===== src/rtl/fact_mm_ctrl.sv =====
// Memory-mapped iterative factorial engine: CPU writes N, issues GO, polls STATUS, reads RESULT.
// One multiply per cycle; done/err stay set until the next accepted GO.
module fact_mm_ctrl #(
  parameter int WIDTH   = 32,
  parameter int N_WIDTH = 4,
  parameter int MAX_N   = 12
) (
  input  logic               clk,
  input  logic               rst,
  input  logic               we,
  input  logic               sel,
  input  logic [1:0]         a,
  input  logic [WIDTH-1:0]   wd,
  output logic [WIDTH-1:0]   rd,
  output logic               busy,
  output logic               done
);

  typedef enum logic [1:0] {S_IDLE, S_CHECK, S_MULT, S_DONE} state_t;

  localparam logic [N_WIDTH-1:0] MAX_N_V = N_WIDTH'(MAX_N);
  localparam logic [N_WIDTH-1:0] ONE_V   = N_WIDTH'(1);

  state_t             state;
  logic [N_WIDTH-1:0] n_reg;
  logic [N_WIDTH-1:0] cnt;
  logic [WIDTH-1:0]   acc;
  logic [WIDTH-1:0]   result_reg;
  logic               err;
  logic               n_wr;
  logic               go;

  assign n_wr = we && sel && (a == 2'd0);
  assign go   = we && sel && (a == 2'd1) && wd[0];

  // Only the low operand bits and the GO bit of the write data are meaningful.
  logic unused_wd;
  assign unused_wd = ^wd[WIDTH-1:N_WIDTH];

  always_ff @(posedge clk or negedge rst) begin
    if (!rst) begin
      state      <= S_IDLE;
      n_reg      <= '0;
      cnt        <= '0;
      acc        <= '0;
      result_reg <= '0;
      done       <= 1'b0;
      err        <= 1'b0;
      busy       <= 1'b0;
    end else begin
      case (state)
        S_IDLE: begin
          if (n_wr) n_reg <= wd[N_WIDTH-1:0];
          if (go) begin
            done  <= 1'b0;
            err   <= 1'b0;
            busy  <= 1'b1;
            state <= S_CHECK;
          end
        end
        S_CHECK: begin
          if (n_reg > MAX_N_V) begin
            err   <= 1'b1;
            acc   <= '0;
            state <= S_DONE;
          end else begin
            acc   <= WIDTH'(1);
            cnt   <= n_reg;
            state <= S_MULT;
          end
        end
        S_MULT: begin
          if (cnt <= ONE_V) begin
            state <= S_DONE;
          end else begin
            // cnt is zero-extended, so only a WIDTH x N_WIDTH product is really built
            acc <= acc * {{(WIDTH-N_WIDTH){1'b0}}, cnt};
            cnt <= cnt - ONE_V;
          end
        end
        S_DONE: begin
          result_reg <= acc;
          done       <= 1'b1;
          busy       <= 1'b0;
          state      <= S_IDLE;
        end
        default: state <= S_IDLE;
      endcase
    end
  end

  always_comb begin
    rd = '0;
    case (a)
      2'd0:    rd = {{(WIDTH-N_WIDTH){1'b0}}, n_reg};
      2'd1:    rd = {{(WIDTH-1){1'b0}}, busy};
      2'd2:    rd = {{(WIDTH-2){1'b0}}, err, done};
      default: rd = result_reg;
    endcase
  end

endmodule


===== config.mk =====
export PLATFORM = sky130hd
export DESIGN_NAME = fact_mm_ctrl
export DESIGN_NICKNAME = d
export VERILOG_FILES = /design/src/rtl/fact_mm_ctrl.sv
export SDC_FILE = /design/constraint.sdc
export NUM_CORES = 1
export LEC_CHECK = 0
export CORE_MARGIN = 2
export CORE_UTILIZATION = 55
export CTS_CLUSTER_SIZE = 14
export DETAILED_ROUTE_END_ITERATION = 12
export GPL_TIMING_DRIVEN = 0
export PLACE_DENSITY = 0.89
export SETUP_SLACK_MARGIN = 0.2
export SYNTH_ARGS = -nofsm -noshare
export SYNTH_HDL_FRONTEND = slang
export SYNTH_SLANG_ARGS = --single-unit

===== constraint.sdc =====
create_clock -name clk -period 11 [get_ports clk]
set_input_delay 2.2 -clock clk [delete_from_list [all_inputs] [get_ports clk]]
set_output_delay 2.2 -clock clk [all_outputs]
set_load 0.05 [all_outputs]

After elaboration in Yosys (flattened, before gate mapping)
Index checks and enable logic that the tools add are counted.
{"block": "totals", "out_inout_bits": 34, "register_bits": 77, "wordCells": 54, "input_bits": 38}
{"block": "op_classes", "n_lt_le_gt_ge": 2, "reduce_logical": 15, "addsub": 1, "eq_ne": 10, "n_mux": 17, "n_mul": 1}
{"operator": "32-bit case mux with 3 select lines", "n": 1}
{"operator": "32-bit case mux with 2 select lines", "n": 1}
{"operator": "32-bit by 4-bit multiplier with 32-bit output", "n": 1}
{"operator": "32-bit 2-to-1 mux", "n": 1}
{"operator": "2-bit inequality test, second input constant", "n": 5}
{"operator": "4-bit 2-to-1 mux", "n": 2}
{"operator": "2-bit case mux with 4 select lines", "n": 1}
{"operator": "4-bit case mux with 2 select lines", "n": 1}
{"operator": "2-bit AND reduction", "n": 4}
{"operator": "2-bit == test, second input constant", "n": 3}
{"operator": "1-bit case mux with 2 select lines", "n": 3}
{"operator": "3-bit AND reduction", "n": 2}
{"operator": "2-bit nonzero test", "n": 3}
{"operator": "1-bit 2-to-1 mux", "n": 5}
{"operator": "2-bit by 1-bit == test with 1-bit output, second input constant", "n": 2}
{"operator": "4-bit greater-than comparator, second input constant", "n": 1}
{"operator": "4-bit by 1-bit less-or-equal comparator with 1-bit output, second input constant", "n": 1}
{"operator": "1-bit logical AND", "n": 4}
{"operator": "2-bit zero test", "n": 2}
{"operator": "2-bit 2-to-1 mux", "n": 2}
{"operator": "4-bit by 1-bit subtractor with 4-bit output, second input constant", "n": 1}

Longest topological paths before layout
{"block": "logic_depth", "ltp_word": 5, "depth_mapped": 16, "depth_no_buf": 14}

Worst setup path after synthesis
OpenSTA, ideal clock, no wires.
{"block": "synth_path", "path_type": "input -> output", "from": "in a[0]", "to": "out rd[10]", "n_path_buf": 2, "path_stages": 3, "slack_ns": 5.716, "t_required_ns": 8.800, "arrival_time_ns": 3.084, "path_cell_list": "clkbuf_1 clkbuf_1 and3_1"}
{"block": "synth_between", "elab_chain_len": 2, "word_cells_on_any_way": 4, "cone_classes": "eq/ne (2); mux (1); reduce/logical (1)"}
{"item": "from (decl)", "line_no": "12", "rtl": "input logic [1:0] a,"}
{"item": "2-bit == test (tied with other cells)", "line_no": "94", "rtl": "case (a)"}
{"item": "32-bit case mux with 3 select lines (*)", "line_no": "94"}
{"item": "to (decl)", "line_no": "14", "rtl": "output logic [WIDTH-1:0] rd,"}
Mark *: on every way between the ends. The rest lies on a longest branch, timed or not.

Final worst setup path
Ends and elaborated chain as after synthesis.

==> flow_summary.toml <==
[run_status]
status = "finished clean"

[synth]
ys.flop_type = "dfrtp_1"
syn_area_per_cell_um2 = 8.91
async_reset_ff_frac = 1.00
ys_types = 50
synth_area_mm2 = 0.00710
synthCells = 797
synth_edf_count = 0
synthesis.nets = 930
yosys_register_bits = 77
seq_area_frac_synth = 0.271
ys_warn_count = 0

[finish]
area_growth_pct = 13.7
drive_gt1_frac = 0.0782
final_cell_mix = "inv_1 (116), and2_1 (90), nand2_1 (83)"
final_common_cell = "inv_1"
antennaDiodeCount = 0
final_cells = 1029
final_nets = 985

[setup_path]
slowest_delay_ns = 0.80
crit_arrival_ns = 4.56
reg2reg_slack_ns = 6.27
r2r_cells = 15
cp.required_ns = 8.80
worstSetupPathType = "in -> out"
worst-path-max-fanout = 10
critPathTopFamily = "buffers and inverters"
path_buf_inv = 4
crit_chain = "clkdlybuf4s50_1 -> clkbuf_1 -> clkbuf_1 -> and3_1 -> clkdlybuf4s50_1"
r2r-start = "cnt[3]$_DFFE_PN0P_"
cpMaxStageDelayCell = "clkdlybuf4s50_1"
reg2reg_to = "acc[27]$_DFFE_PN0P_"
cp-start-kind = "primary input"
cp-end-kind = "output pin"

[grt]
grt_pass1_wl_mm = 31.1
grt_pass1_vias = 6168
track_usage = 0.281
grt-ovfl-total = 0
antenna_found_initial = 1
grt_max_degree = 58

[route]
vias = 6085
drt_wl_total_mm = 18.5
first_pass_iters = 7
routedWlPerCell_um = 18.0
drt_iter0_drc = 549
antenna_left = 0
via_per_inst = 5.91
drc = 0

[worst_hold_path]
whs_path_depth = 1
hp-class = "reg -> reg"
hold_path_end = "result_reg[10]$_DFFE_PN0P_"
worstHoldStart = "result_reg[10]$_DFFE_PN0P_"

[clock_network]
numCtsBuffers = 9
htreeDepth = 3
cts_sinks = 77
clk_latency_ns = 0.35
cts_resized = 0
path_clk_slew_ns = 0.06
holdBufCountCts = 0
post_cts_buffers = 0
clockRootBuffer = "clkbuf_16"
cts_tree = "yes"
cts_buffer_depth = 2

[floorplanning]
core_mm2 = 0.0126
num_rows = 41
die_area_mm2 = 0.0138
io_pins = 72
die_w_um = 118
start_util = 0.563
die_y_um = 118

[sta]
worst_pin_slew_ns = 0.722
finalSetupViolCount = 0
fin_crit_sh = 0.615
fin_tns_setup_ns = 0
relSlewSlack = 0.519
rsz0062_at_grt = "false"
fmax_mhz = 148
final_hold_viol_count = 0
maxSlewViolCount = 0
fin_skew_ns = 0.00867
fin_crit_ns = 6.76

[pwr]
ir_drop_mv = 0.102
p_total_mw = 1.71
p_leak_nw = 4.04
cellPowerDensity_mw_per_mm2 = 212

[placed_design]
dp.cells = 1013
place_congestion = 0.920
hpwl_mm = 13.2
io_buffers = 43

[run]
cap_violations = 0
-- power by group --
| group | total [mW] | switching [mW] | internal, mW |
|---|---|---|---|
| combinational | 0.924 | 0.594 | 0.330 |
| clock | 0.307 | 0.131 | 0.177 |
| sequential | 0.476 | 0.104 | 0.372 |
| total | 1.71 | 0.829 | 0.878 |
-- synthesized netlist by cell type, types with 7 or more instances --
cell | n | share of area
inv_1 | 116 | 0.061
and2_1 | 90 | 0.079
nand2_1 | 83 | 0.044
dfrtp_1 | 77 | 0.27
fa_1 | 57 | 0.16
o21ai_0 | 48 | 0.034
ha_1 | 38 | 0.067
mux2_2 | 37 | 0.059
clkbuf_1 | 33 | 0.017
a21oi_1 | 30 | 0.021
and3_1 | 28 | 0.025
nor2_1 | 23 | 0.012
xor2_1 | 15 | 0.019
nand3_1 | 14 | 0.0099
a21o_1 | 13 | 0.014
xnor2_1 | 12 | 0.015
a22o_1 | 10 | 0.012
nand4_1 | 7 | 0.0062
nor2b_1 | 7 | 0.0062
-- final cells by class --
type	count	area, um2
Timing Repair Buffer	44	455
Fill cell	995	4550
Clock inverter	7	73.8
Buffer	37	156
Tap cell	172	215
Inverter	116	435
Sequential cell	77	1930
Multi-Input combinational cell	567	4580
Clock buffer	9	225
-- per-layer routing --
layer / global-route usage / part of all wire / vias up
met3: 0.0484 / 0.069 / 73
li1: - / - / 2711
met5: 0 / 0.00070 / -
met1: 0.356 / 0.40 / 3001
met2: 0.476 / 0.49 / 298
met4: 0.115 / 0.035 / 2
-- logic make-up (layout without fill, tap and decap cells) --
group | Yosys count | in the layout | synth area share
and+or+nand+nor | 265 | 265 | 0.193
adders and majority gates | 95 | 95 | 0.228
AOI/OAI and AO/OA | 142 | 142 | 0.129
xor gates and xnor gates | 27 | 27 | 0.0333
muxes | 38 | 38 | 0.0619
DFF | 77 | 77 | 0.271
buffers and inverters | 153 | 213 | 0.0833
-- per-stage QoR --
stage,setup WS [ns],cell area (um2),util,hold WS (ns)
global route,4.13,8070,0.640,0.519
global placement,4.31,7750,0.614,0.476
floorplan,5.72,7100,-,0.456
detailed placement,4.22,7770,0.616,0.483
CTS,4.23,8070,0.640,0.498
finish,4.24,8070,0.640,0.501
-- worst max-delay path by stage --
stage	start	to	slack (ns)	cells after the start
floorplan	a[0]	rd[10]	5.72	3
global placement	a[0]	rd[4]	4.31	5
detailed placement	a[0]	rd[10]	4.22	5
CTS	a[0]	rd[10]	4.23	5
global route	a[0]	rd[13]	4.13	5
finish	a[0]	rd[10]	4.24	5
(Power assumes the default switching activity.)
